--- src/rtl/ats21_pkg.sv ---
// ats21_pkg
// Shared definitions for the ATS21 request issuer: instruction opcodes, opcode field
// position, issuer FSM states, the Nop instruction word and small decode helpers.
// Also imported by the bench to build instructions.
package ats21_pkg;

  typedef enum logic [2:0] {
    NOP      = 3'b000,
    SET_CLK  = 3'b001,
    TGL_BC   = 3'b010,
    SET_MODE = 3'b011,
    RSVD     = 3'b100,
    SET_ALM  = 3'b101,
    SET_CD   = 3'b110,
    TGL_AT   = 3'b111
  } ats21_opc_e;

  localparam int unsigned OPC_MSB = 31;
  localparam int unsigned OPC_LSB = 29;

  typedef enum logic [1:0] {
    S_IDLE  = 2'd0,
    S_WORD1 = 2'd1,
    S_WORD2 = 2'd2,
    S_WAIT  = 2'd3
  } ats21_state_e;

  localparam logic [31:0] ATS21_NOP = 32'h0;

  function automatic ats21_opc_e ats21_opc(input logic [31:0] instr);
    return ats21_opc_e'(instr[OPC_MSB:OPC_LSB]);
  endfunction

  // Nop and the reserved opcode are consumed at acceptance and never reach the FIFO.
  function automatic logic ats21_enq(input logic [31:0] instr);
    ats21_opc_e opc;
    opc = ats21_opc(instr);
    return (opc != NOP) && (opc != RSVD);
  endfunction

endpackage

--- src/rtl/ats21_ififo.sv ---
// ats21_ififo
// Two-entry, 32-bit synchronous FIFO holding one client's pending instructions.
// Ports:
//   i_clk, i_reset : clock, synchronous active-high reset (empties the FIFO)
//   i_push, i_data : write request and data; ignored when full
//   i_pop          : read request; ignored when empty
//   o_data         : head entry (valid when o_count != 0)
//   o_count        : number of stored entries, 0..2
module ats21_ififo (
  input  logic        i_clk,
  input  logic        i_reset,
  input  logic        i_push,
  input  logic [31:0] i_data,
  input  logic        i_pop,
  output logic [31:0] o_data,
  output logic [1:0]  o_count
);

  logic [31:0] r_mem [2];
  logic        r_wr_ptr;
  logic        r_rd_ptr;
  logic [1:0]  r_count;
  logic        w_push;
  logic        w_pop;

  assign w_push = i_push && (r_count != 2'd2);
  assign w_pop  = i_pop && (r_count != 2'd0);

  always_ff @(posedge i_clk) begin
    if (i_reset) begin
      r_wr_ptr <= 1'b0;
      r_rd_ptr <= 1'b0;
      r_count  <= 2'd0;
    end else begin
      if (w_push) r_wr_ptr <= ~r_wr_ptr;
      if (w_pop)  r_rd_ptr <= ~r_rd_ptr;
      unique case ({w_push, w_pop})
        2'b10:   r_count <= r_count + 2'd1;
        2'b01:   r_count <= r_count - 2'd1;
        default: r_count <= r_count;
      endcase
    end
  end

  // Storage needs no reset; occupancy is tracked by the pointers and count.
  always_ff @(posedge i_clk) begin
    if (w_push) r_mem[r_wr_ptr] <= i_data;
  end

  assign o_data  = r_mem[r_rd_ptr];
  assign o_count = r_count;

endmodule

--- src/rtl/ats21_req_issuer.sv ---
// ats21_req_issuer
// Front-end for ATS21: accepts 32-bit instructions from clients A and B, filters Nop and
// reserved opcodes, buffers up to two per client and serialises A/B pairs onto the ATS21
// request bus as two 16-bit words, then waits for ats_ready (or a timeout).
// Ports:
//   clk, reset                  : clock, synchronous active-high reset
//   a_valid/a_instr/a_ready     : client A handshake (ready = FIFO not full)
//   b_valid/b_instr/b_ready     : client B handshake
//   ats_ready                   : ATS21 ready input
//   req, ctrlA, ctrlB           : ATS21 request bus (registered)
//   err_a, err_b                : one-cycle pulse on reserved opcode from a client
//   timeout                     : one-cycle pulse when the wait for ats_ready expires
//   busy                        : FSM not idle
module ats21_req_issuer
  import ats21_pkg::*;
#(
  parameter int unsigned WAIT_MAX = 64
) (
  input  logic        clk,
  input  logic        reset,
  input  logic        a_valid,
  input  logic [31:0] a_instr,
  output logic        a_ready,
  input  logic        b_valid,
  input  logic [31:0] b_instr,
  output logic        b_ready,
  input  logic        ats_ready,
  output logic        req,
  output logic [15:0] ctrlA,
  output logic [15:0] ctrlB,
  output logic        err_a,
  output logic        err_b,
  output logic        timeout,
  output logic        busy
);

  localparam int unsigned    CntW    = (WAIT_MAX > 1) ? $clog2(WAIT_MAX) : 1;
  localparam logic [CntW-1:0] CntLast = CntW'(WAIT_MAX - 1);
  localparam logic [CntW-1:0] CntSat  = {CntW{1'b1}};

  ats21_state_e    r_state;
  logic            r_req;
  logic [15:0]     r_ctrl_a;
  logic [15:0]     r_ctrl_b;
  logic [15:0]     r_lo_a;
  logic [15:0]     r_lo_b;
  logic            r_err_a;
  logic            r_err_b;
  logic            r_timeout;
  logic            r_busy;
  logic [CntW-1:0] r_wait_cnt;

  logic [1:0]  w_a_count;
  logic [1:0]  w_b_count;
  logic [31:0] w_a_head;
  logic [31:0] w_b_head;
  logic        w_a_ready;
  logic        w_b_ready;
  logic        w_a_accept;
  logic        w_b_accept;
  logic        w_a_push;
  logic        w_b_push;
  logic        w_a_empty;
  logic        w_b_empty;
  logic        w_start;
  logic        w_a_pop;
  logic        w_b_pop;
  logic [31:0] w_a_issue;
  logic [31:0] w_b_issue;

  // Gated by reset so clients see not-ready for the whole reset assertion.
  assign w_a_ready = !reset && (w_a_count != 2'd2);
  assign w_b_ready = !reset && (w_b_count != 2'd2);
  assign a_ready   = w_a_ready;
  assign b_ready   = w_b_ready;

  assign w_a_accept = a_valid && w_a_ready;
  assign w_b_accept = b_valid && w_b_ready;
  assign w_a_push   = w_a_accept && ats21_enq(a_instr);
  assign w_b_push   = w_b_accept && ats21_enq(b_instr);

  assign w_a_empty = (w_a_count == 2'd0);
  assign w_b_empty = (w_b_count == 2'd0);

  // Both heads leave together so A and B of one transfer are never split.
  assign w_start   = (r_state == S_IDLE) && !(w_a_empty && w_b_empty);
  assign w_a_pop   = w_start && !w_a_empty;
  assign w_b_pop   = w_start && !w_b_empty;
  assign w_a_issue = w_a_empty ? ATS21_NOP : w_a_head;
  assign w_b_issue = w_b_empty ? ATS21_NOP : w_b_head;

  ats21_ififo u_fifo_a (
    .i_clk   (clk),
    .i_reset (reset),
    .i_push  (w_a_push),
    .i_data  (a_instr),
    .i_pop   (w_a_pop),
    .o_data  (w_a_head),
    .o_count (w_a_count)
  );

  ats21_ififo u_fifo_b (
    .i_clk   (clk),
    .i_reset (reset),
    .i_push  (w_b_push),
    .i_data  (b_instr),
    .i_pop   (w_b_pop),
    .o_data  (w_b_head),
    .o_count (w_b_count)
  );

  always_ff @(posedge clk) begin
    if (reset) begin
      r_state    <= S_IDLE;
      r_req      <= 1'b0;
      r_ctrl_a   <= 16'h0;
      r_ctrl_b   <= 16'h0;
      r_lo_a     <= 16'h0;
      r_lo_b     <= 16'h0;
      r_err_a    <= 1'b0;
      r_err_b    <= 1'b0;
      r_timeout  <= 1'b0;
      r_busy     <= 1'b0;
      r_wait_cnt <= '0;
    end else begin
      r_err_a   <= w_a_accept && (ats21_opc(a_instr) == RSVD);
      r_err_b   <= w_b_accept && (ats21_opc(b_instr) == RSVD);
      r_timeout <= 1'b0;
      unique case (r_state)
        S_IDLE: begin
          if (w_start) begin
            r_req    <= 1'b1;
            r_ctrl_a <= w_a_issue[31:16];
            r_ctrl_b <= w_b_issue[31:16];
            r_lo_a   <= w_a_issue[15:0];
            r_lo_b   <= w_b_issue[15:0];
            r_busy   <= 1'b1;
            r_state  <= S_WORD1;
          end
        end
        S_WORD1: begin
          r_req    <= 1'b0;
          r_ctrl_a <= r_lo_a;
          r_ctrl_b <= r_lo_b;
          r_state  <= S_WORD2;
        end
        S_WORD2: begin
          r_ctrl_a   <= 16'h0;
          r_ctrl_b   <= 16'h0;
          r_wait_cnt <= '0;
          r_state    <= S_WAIT;
        end
        S_WAIT: begin
          if (ats_ready || (r_wait_cnt == CntLast)) begin
            r_timeout <= !ats_ready;
            r_busy    <= 1'b0;
            r_state   <= S_IDLE;
          end else if (r_wait_cnt != CntSat) begin
            r_wait_cnt <= r_wait_cnt + 1'b1;
          end
        end
        default: begin
          r_busy  <= 1'b0;
          r_state <= S_IDLE;
        end
      endcase
    end
  end

  assign req     = r_req;
  assign ctrlA   = r_ctrl_a;
  assign ctrlB   = r_ctrl_b;
  assign err_a   = r_err_a;
  assign err_b   = r_err_b;
  assign timeout = r_timeout;
  assign busy    = r_busy;

endmodule

--- config.mk ---
export PLATFORM = sky130hd
export DESIGN_NAME = ats21_req_issuer
export DESIGN_NICKNAME = d
export VERILOG_FILES = /design/src/rtl/ats21_pkg.sv /design/src/rtl/ats21_ififo.sv /design/src/rtl/ats21_req_issuer.sv
export SDC_FILE = /design/constraint.sdc
export NUM_CORES = 1
export LEC_CHECK = 0
export CORE_MARGIN = 10
export CORE_UTILIZATION = 55
export CTS_CLUSTER_DIAMETER = 150
export DETAILED_ROUTE_END_ITERATION = 8
export PLACE_DENSITY = 0.88
export SLEW_MARGIN = 20
export SYNTH_ARGS = -nofsm -noshare
export SYNTH_HDL_FRONTEND = slang
export SYNTH_SLANG_ARGS = --single-unit
--- constraint.sdc ---
create_clock -name clk -period 3.95 [get_ports clk]
set_input_delay 0.79 -clock clk [delete_from_list [all_inputs] [get_ports clk]]
set_output_delay 0.79 -clock clk [all_outputs]
set_load 0.01 [all_outputs]
# [Word-level counts from Yosys, hierarchy flattened]
# Memory sizes are Yosys's and may differ from the RTL's. A register that Yosys moved wholly into a read port is not among the register bits.
# Index checks and enable logic that the tools add are counted.
[word_totals] out_inout_bits=39 mem_count=2 mem_bits_rw=128 inputBits=69 latchBits=0 romBits=0 register_bits=85
[classes] shift=0 magnitude_cmp=0 div=0 eq_ne=19 add_sub_neg=5 multipliers=0 muxes=26 reduce_logical=44 bitwise_logic=6
[mem_list] name="u_fifo_a.r_mem" depth=2 width=32 read_ports=1 rd_clocked_by_memory_dff=1 write_ports=1 line_no="ats21_ififo.sv:19" rtl="logic [31:0] r_mem [2];"
[mem_list] name="u_fifo_b.r_mem" depth=2 width=32 read_ports=1 rd_clocked_by_memory_dff=1 write_ports=1 line_no="ats21_ififo.sv:19"
[op_table] op="one-hot mux 16 bit (3 select lines)" n=2
[op_table] op="2-to-1 mux 32 bit" n=2
[op_table] op="2-to-1 mux 16 bit" n=2
[op_table] op="logical AND 1 bit" n=18
[op_table] op="nonzero test 2 bit" n=7
[op_table] op="2-to-1 mux 6 bit" n=2
[op_table] op="inequality test 2 bit (second input constant)" n=6
[op_table] op="one-hot mux 6 bit (2 select lines)" n=1
[op_table] op="2-to-1 mux 1 bit" n=10
[op_table] op="nonzero test 3 bit" n=3
[op_table] op="== test 2 bit (second input constant)" n=4
[op_table] op="one-hot mux 2 bit (2 select lines)" n=2
[op_table] op="one-hot mux 2 bit (4 select lines)" n=1
[op_table] op="AND reduction 2 bit" n=4
[op_table] op="adder 6 x 1 -> 6 bit (second input constant)" n=1
[op_table] op="== test 2 x 1 -> 1 bit (second input constant)" n=3
[op_table] op="== test 3 bit (second input constant)" n=2
[op_table] op="== test 6 bit (second input constant)" n=1
[op_table] op="logical NOT 2 bit" n=3
[op_table] op="inequality test 3 bit (second input constant)" n=2
[op_table] op="inequality test 6 bit (second input constant)" n=1
[op_table] op="inverter 1 bit" n=6
[op_table] op="AND reduction 3 bit" n=2
[op_table] op="logical NOT 1 bit" n=5
[op_table] op="6 further kinds" n=10

# [Depth between registers and ports, before layout]
# Gate-level depths: netlist of the first run.
[logic_depth] word_depth=8 mapped_depth=10 mapped_depth_nobuf=8

# [Hierarchy]
# A second synthesis of the first run with hierarchy kept.
[hier_totals] cells_unflattened=589 area_unflattened_um2=8560.7
[modules_own_cells] module="ats21_ififo" instances=2 cells_per_inst=124 area_each_um2=2521.2
[modules_own_cells] module="ats21_req_issuer" instances=1 cells_per_inst=341 area_each_um2=3518.4

# [Worst setup path after synthesis of the first run]
# Ideal clock, no wire load.
[synth_path] path_kind="input-to-reg" start="input port reset" end="memory u_fifo_a.r_mem[0][0], enable pin" stages=3 t_required_ns=3.529 n_path_buf=1 arrival_time_ns=2.745 path_slack_ns=0.784 cell_sequence="clkbuf_1 -> a2111o_1 -> nor2_1"
[synth_via] elab_chain_len=7
[synth_lines] element="from (decl)" line_no="ats21_req_issuer.sv:20" rtl="input logic reset,"
[synth_lines] element="logical NOT 1 bit" line_no="ats21_req_issuer.sv:72" rtl="assign w_a_ready = !reset && (w_a_count != 2'd2);"
[synth_lines] element="logical AND 1 bit" line_no="ats21_req_issuer.sv:72"
[synth_lines] element="logical AND 1 bit" line_no="ats21_req_issuer.sv:77" rtl="assign w_a_accept = a_valid && w_a_ready;"
[synth_lines] element="logical AND 1 bit" line_no="ats21_req_issuer.sv:79" rtl="assign w_a_push = w_a_accept && ats21_enq(a_instr);"
[synth_lines] element="logical AND 1 bit" line_no="ats21_ififo.sv:26" rtl="assign w_push = i_push && (r_count != 2'd2);"
[synth_lines] element="2-to-1 mux 1 bit" line_no="ats21_ififo.sv:47" rtl="if (w_push) r_mem[r_wr_ptr] <= i_data;"
[synth_lines] element="2-to-1 mux 1 bit (implied by the code)" line_no="ats21_ififo.sv:47"
[synth_lines] element="to (decl)" line_no="ats21_ififo.sv:19"
# Every way passes these cells.

# [Final worst setup path of the first run]
[layout_path] start="register u_fifo_b.r_count[0], in the netlist u_fifo_b.o_count[0]" end="output port b_ready"
[layout_via] elab_chain_len=2
[layout_lines] element="from (decl)" line_no="ats21_ififo.sv:22" rtl="logic [1:0] r_count;"
[layout_lines] element="from (signal assigned)" line_no="ats21_ififo.sv:38" rtl="2'b10: r_count <= r_count + 2'd1;"
[layout_lines] element="from (signal assigned)" line_no="ats21_ififo.sv:39" rtl="2'b01: r_count <= r_count - 2'd1;"
[layout_lines] element="from (signal assigned)" line_no="ats21_ififo.sv:40" rtl="default: r_count <= r_count;"
[layout_lines] element="inequality test 2 bit" line_no="ats21_req_issuer.sv:73" rtl="assign w_b_ready = !reset && (w_b_count != 2'd2);"
[layout_lines] element="logical AND 1 bit" line_no="ats21_req_issuer.sv:73"
[layout_lines] element="to (decl)" line_no="ats21_req_issuer.sv:26" rtl="output logic b_ready,"
# Every way passes these cells.

==> results of run 1 <==
## worst reg2reg max path: cells and delay by family (launching register included)
family / cells / cell delay (ps)
buffers and inverters: 2 / 500
DFF: 1 / 400
and+or+nand+nor: 1 / 590
adders and majority gates: 1 / 370
AOI/OAI and AO/OA: 2 / 420
## metal layers
metal,global-route usage,vias to the layer above
met5,0,-
met2,0.304,258
met4,0.0802,0
li1,-,2525
met1,0.208,2636
met3,0.0421,61
## report_power, final
part	switching (mW)	internal [mW]	total [mW]
combinational	1.17	0.873	2.04
sequential	0.355	2.71	3.07
clock	0.802	1.17	1.97
total	2.33	4.76	7.08
## kinds of logic (layout without fill, tap and decap cells)
group | after synthesis | count (layout) | share of synthesized area
compound gates | 127 | 127 | 0.0961
xor+xnor | 9 | 9 | 0.00962
flops | 215 | 215 | 0.682
buf+inv | 52 | 164 | 0.0321
fa+ha+maj | 8 | 8 | 0.0122
simple gates | 174 | 174 | 0.0901
mux | 64 | 64 | 0.0782
## worst paths after layout
kind | endpoint | cells after the start | slack [ps]
worst max-delay path | b_ready | 3 | 1200
worst min-delay path | r_lo_b[15] | 2 | 500
worst max register to register | ctrlA[0] | 6 | 1570
worst min register to register | r_lo_b[15] | 2 | 500
## cells in the mapped netlist, drive strengths merged, types with 5 or more instances
| library cell | number |
|---|---|
| edfxtp | 128 |
| inv | 11 |
| clkbuf | 17 |
| nor2 | 146 |
| ha | 8 |
| a21oi | 73 |
| dfxtp | 87 |
| mux2i | 64 |
| a211oi | 33 |
| buf | 24 |
| xor2 | 5 |
| o21ai | 6 |
## cells in the final DEF, fill, tap and decap left out, types with 3 or more instances in the layout
master,n
nor2_1,142
edfxtp_1,128
clkdlybuf4s50_1,106
dfxtp_1,85
a21oi_1,72
mux2i_1,64
a211oi_1,33
clkbuf_16,21
inv_1,11
ha_1,8
buf_4,8
clkbuf_1,6
xor2_1,5
xnor2_1,4
o21bai_1,3
nand2_1,3
o21ai_0,3
nand3_1,3
or3_1,3
nor3_1,3
clkbuf_8,3
## final cells by class
cell class / count / area [um2]
flip-flops and latches: 215 / 5590
fillers: 917 / 4550
multi-input cells: 382 / 2370
repair buffers: 115 / 1130
clock buffers: 30 / 589
well taps: 184 / 230
clock inverters: 8 / 95.1
inverters: 11 / 41.3
## registers in the layout, indices dropped and copies added (netlist names), 2 cells and up, named ones only
name	count
ctrlA	16
ctrlB	16
r_lo_a	16
r_lo_b	16
r_state	2
r_wait_cnt	6
u_fifo_a.o_count	2
u_fifo_a.r_mem	64
u_fifo_b.o_count	2
u_fifo_b.r_mem	64
## through the flow
step,setup WS [ps],hold WS [ps],util,std cells
6_report,1200,496,0.688,945
5_1_grt,1100,525,0.688,945
4_1_cts,1200,496,0.688,945
3_5_place_dp,949,481,0.641,907
3_3_place_gp,1010,465,0.641,907
2_1_floorplan,784,455,-,649
==> impl_metrics.env, run 1 <==
export IMPL_postCtsHoldBufs=0
export IMPL_synth_distinct_cells=44
export IMPL_worstMarginPinSlew_ps=998
export IMPL_cts_root_buf="clkbuf_16"
export IMPL_grt_pass1_wl_mm=29.2
export IMPL_syn_area_um2=8190
export IMPL_diodes=0
export IMPL_grt_ovfl_total=0
export IMPL_rsz0062_at_grt="no"
export IMPL_finalCriticalPeriod_ps=2750
export IMPL_slew_headroom=0.334
export IMPL_start_kind="flip-flop"
export IMPL_setup_tns_ps=0
export IMPL_synth_seq_cells=215
export IMPL_drv_slew=0
export IMPL_crit_family="buffers and inverters"
export IMPL_synth_area_leader_cell="edfxtp_1"
export IMPL_cts_setup_buffers=0
export IMPL_power_mw=7.08
export IMPL_fin_crit_sh=0.696
export IMPL_r2r_start="r_state[0]"
export IMPL_clkTransAtPathRegs_ps=60
export IMPL_yosys_top_cells_area="edfxtp_1 (47%), dfxtp_1 (21%), mux2i_1 (7.8%), nor2_1 (6.7%), a21oi_1 (4.4%)"
export IMPL_postRouteAntennaNets=0
export IMPL_grt_usage=0.178
export IMPL_hold_class="reg2reg"
export IMPL_stdcell_area_um2=10000
export IMPL_cpPeakStageDelay_ps=590
export IMPL_drt_met1_wl_mm=7.06
export IMPL_drv_cap=0
export IMPL_end_kind="output port"
export IMPL_setup_violations=0
export IMPL_crit_arrival_ps=1960
export IMPL_drt_vias_per_instance=5.80
export IMPL_wl_met3_mm=1.38
export IMPL_die_x_um=142
export IMPL_placement_rows=44
export IMPL_crit_path_max_fanout=6
export IMPL_crit_type="reg2out"
export IMPL_cp_slowest_cell="clkdlybuf4s50_1"
export IMPL_synth_top_area_frac=0.469
export IMPL_place_congestion=0.827
export IMPL_ctsResizeCount=0
export IMPL_cp_data_required_time_ps=3160
export IMPL_p_leak_nw=3.45
export IMPL_portBuffers=107
export IMPL_cts_tree="done"
export IMPL_routed_wl_mm=18.7
export IMPL_avgSynthCellArea_um2=12.6
export IMPL_die_h_um=142
export IMPL_worstSetupStartpoint="u_fifo_b.o_count[0]"
export IMPL_synth_edff_count=128
export IMPL_route_detailed_wl_per_inst_um=19.8
export IMPL_insertion_delay_ps=490
export IMPL_fin_skew_ps=6.70
export IMPL_first_global_vias=5604
export IMPL_antenna_found_initial=0
export IMPL_initial_core_util=0.562
export IMPL_htree_levels=1
export IMPL_fmax_mhz=364
export IMPL_core_um2=14600
export IMPL_worstHoldStart="r_lo_b[15]"
export IMPL_status="complete, no violations"
export IMPL_vias=5480
export IMPL_hold_violations=0
export IMPL_ios=108
export IMPL_synth_nets=726
export IMPL_cp_num_buf_inv=2
export IMPL_final_layout_size_suffix_gt1_frac=0.0696
export IMPL_post_dp_hpwl_mm=12.0
export IMPL_yosysSeqAreaShare=0.682
export IMPL_die_area_um2=20200
export IMPL_ir_drop_uv=418
export IMPL_drt_iter0_drc=545
export IMPL_synth_flop_cell="edfxtp_1"
export IMPL_synth_cells=649
export IMPL_grt_max_degree=47
export IMPL_clockBufferDepth=3
export IMPL_top_layer="met4"
export IMPL_wl_met2_mm=9.63
export IMPL_path_cells="inv_1 -> a21oi_1 -> clkdlybuf4s50_1"
export IMPL_syn2layout_area_growth_pct=22.5
export IMPL_cts_buffers_inserted=21
export IMPL_nets=823
export IMPL_synthArstFlopShare=0
export IMPL_cts_sinks=215
export IMPL_dr_pass1_iters=6
export IMPL_drc=0
export IMPL_ys_warn_count=0
export IMPL_power_density_nw_per_um2=706
export IMPL_place_area_um2=9350
No activity file was read; power rests on OpenSTA's default activity.
==> run 2: changes to the inputs <==
- clock period: 3.95 -> 2.6 ns (I/O delays scaled with it)
==> impl_metrics.env, run 2 (synthesized netlist as in run 1, its figures left out) <==
export IMPL_fmax_mhz=411
export IMPL_die_h_um=142
export IMPL_routed_wl_mm=18.8
export IMPL_clockBufferDepth=3
export IMPL_grt_pass1_wl_mm=29.7
export IMPL_ir_drop_uv=810
export IMPL_place_congestion=0.819
export IMPL_start_kind="flip-flop"
export IMPL_drc=0
export IMPL_crit_arrival_ps=1920
export IMPL_crit_path_max_fanout=6
export IMPL_power_density_nw_per_um2=1050
export IMPL_post_dp_hpwl_mm=12.5
export IMPL_htree_levels=1
export IMPL_grt_usage=0.181
export IMPL_fill_cells=929
export IMPL_core_um2=14600
export IMPL_vias=5488
export IMPL_grt_ovfl_total=0
export IMPL_setup_violations=0
export IMPL_fin_crit_sh=0.937
export IMPL_finalCriticalPeriod_ps=2440
export IMPL_cts_sinks=215
export IMPL_p_leak_nw=3.51
export IMPL_portBuffers=107
export IMPL_placement_rows=44
export IMPL_layout_common_cells="nor2_1 (142), edfxtp_1 (128), clkdlybuf4s50_1 (106)"
export IMPL_drv_cap=0
export IMPL_initial_core_util=0.562
export IMPL_status="complete, no violations"
export IMPL_drt_vias_per_instance=5.72
export IMPL_postCtsHoldBufs=0
export IMPL_grt_max_degree=53
export IMPL_syn2layout_area_growth_pct=23.7
export IMPL_antenna_found_initial=0
export IMPL_postRouteAntennaNets=0
export IMPL_final_common_cell="nor2_1"
export IMPL_place_area_um2=9510
export IMPL_route_detailed_wl_per_inst_um=19.6
export IMPL_crit_type="reg2out"
export IMPL_drt_iter0_drc=441
export IMPL_nets=837
export IMPL_fin_skew_ps=9.42
export IMPL_die_area_um2=20200
export IMPL_stdcell_area_um2=10100
export IMPL_slew_headroom=0.279
export IMPL_cts_root_buf="clkbuf_16"
export IMPL_worstMarginPinSlew_ps=1070
export IMPL_cts_setup_buffers=0
export IMPL_ctsResizeCount=0
export IMPL_cts_tree="done"
export IMPL_cts_buffers_inserted=21
export IMPL_final_layout_size_suffix_gt1_frac=0.0852
export IMPL_setup_tns_ps=0
export IMPL_first_global_vias=5827
export IMPL_clkTransAtPathRegs_ps=70
export IMPL_dr_pass1_iters=5
export IMPL_hold_violations=0
export IMPL_hold_class="in2reg"
export IMPL_rsz0062_at_grt="no"
export IMPL_fin_hold_ws_ps=448
export IMPL_insertion_delay_ps=490
export IMPL_top_regs="u_fifo_a.r_mem (64), u_fifo_b.r_mem (64)"
export IMPL_die_x_um=142
export IMPL_cp_data_required_time_ps=2080
export IMPL_end_kind="output port"
export IMPL_ios=108
export IMPL_diodes=0
export IMPL_drv_slew=0
[run 2: cell types whose count changed in the layout (fill, tap and decap cells not counted), moves of 3 or more]
cell | previous run | this run
clkinv_2 | 2 | 6
buf_12 | 0 | 4
clkbuf_1 | 6 | 3
clkbuf_8 | 3 | 0
clkinv_1 | 2 | 6
buf_4 | 8 | 18
[run 2: power by group]
group	leakage [nW]	total [mW]	switching [mW]	internal, mW
clock network	0.314	2.79	1.21	1.58
logic	1.32	3.37	1.97	1.40
registers	1.88	4.47	0.356	4.12
total	3.51	10.6	3.53	7.10
[run 2: area by class of cell]
| cell class | instances | area [um2] | area share |
|---|---|---|---|
| Timing Repair Buffer | 129 | 1280 | 0.126 |
| Clock inverter | 14 | 91.3 | 0.00901 |
| Clock buffer | 24 | 537 | 0.0530 |
| Inverter | 11 | 41.3 | 0.00407 |
| Tap cell | 184 | 230 | 0.0227 |
| Multi-Input combinational cell | 382 | 2370 | 0.233 |
| Sequential cell | 215 | 5590 | 0.551 |
[run 2: path summary, 6_finish.rpt]
| check | end | start | cells after the start | slack [ps] |
|---|---|---|---|---|
| setup / recovery | a_ready | u_fifo_a.o_count[0] | 3 | 160 |
| hold / removal | r_lo_a[1] | reset | 2 | 450 |
| setup reg to reg | r_state[0] | r_wait_cnt[0] | 5 | 380 |
| hold reg to reg | r_lo_b[8] | r_lo_b[8] | 2 | 490 |
[run 2: routing by layer]
layer / track usage / vias to the layer above / share of wire
li1: - / 2549 / -
met1: 0.215 / 2721 / 0.40
met2: 0.325 / 199 / 0.53
met3: 0.0337 / 19 / 0.059
met4: 0.0506 / 0 / 0.014
met5: 0 / - / 0
[run 2: metrics by stage]
stage	total power, mW	utilization	instances	setup slack, ps
global placement	7.62	0.652	921	179
detailed placement	7.85	0.652	921	119
CTS	10.6	0.695	959	139
global route	11.2	0.695	959	4.37
floorplan	6.81	-	649	-296
finish	10.6	0.695	959	165
[run 2: critical path, stage by stage, from the launching register on]
cell and delay (ps):
dfxtp_1 500, inv_1 120, a21oi_1 200, clkdlybuf4s50_1 610
==> run 3: changes to the inputs <==
- CAP_MARGIN: unset -> 20
==> results of run 3 <==
No change in the layout: final DEF, timing and power equal those of run 2.
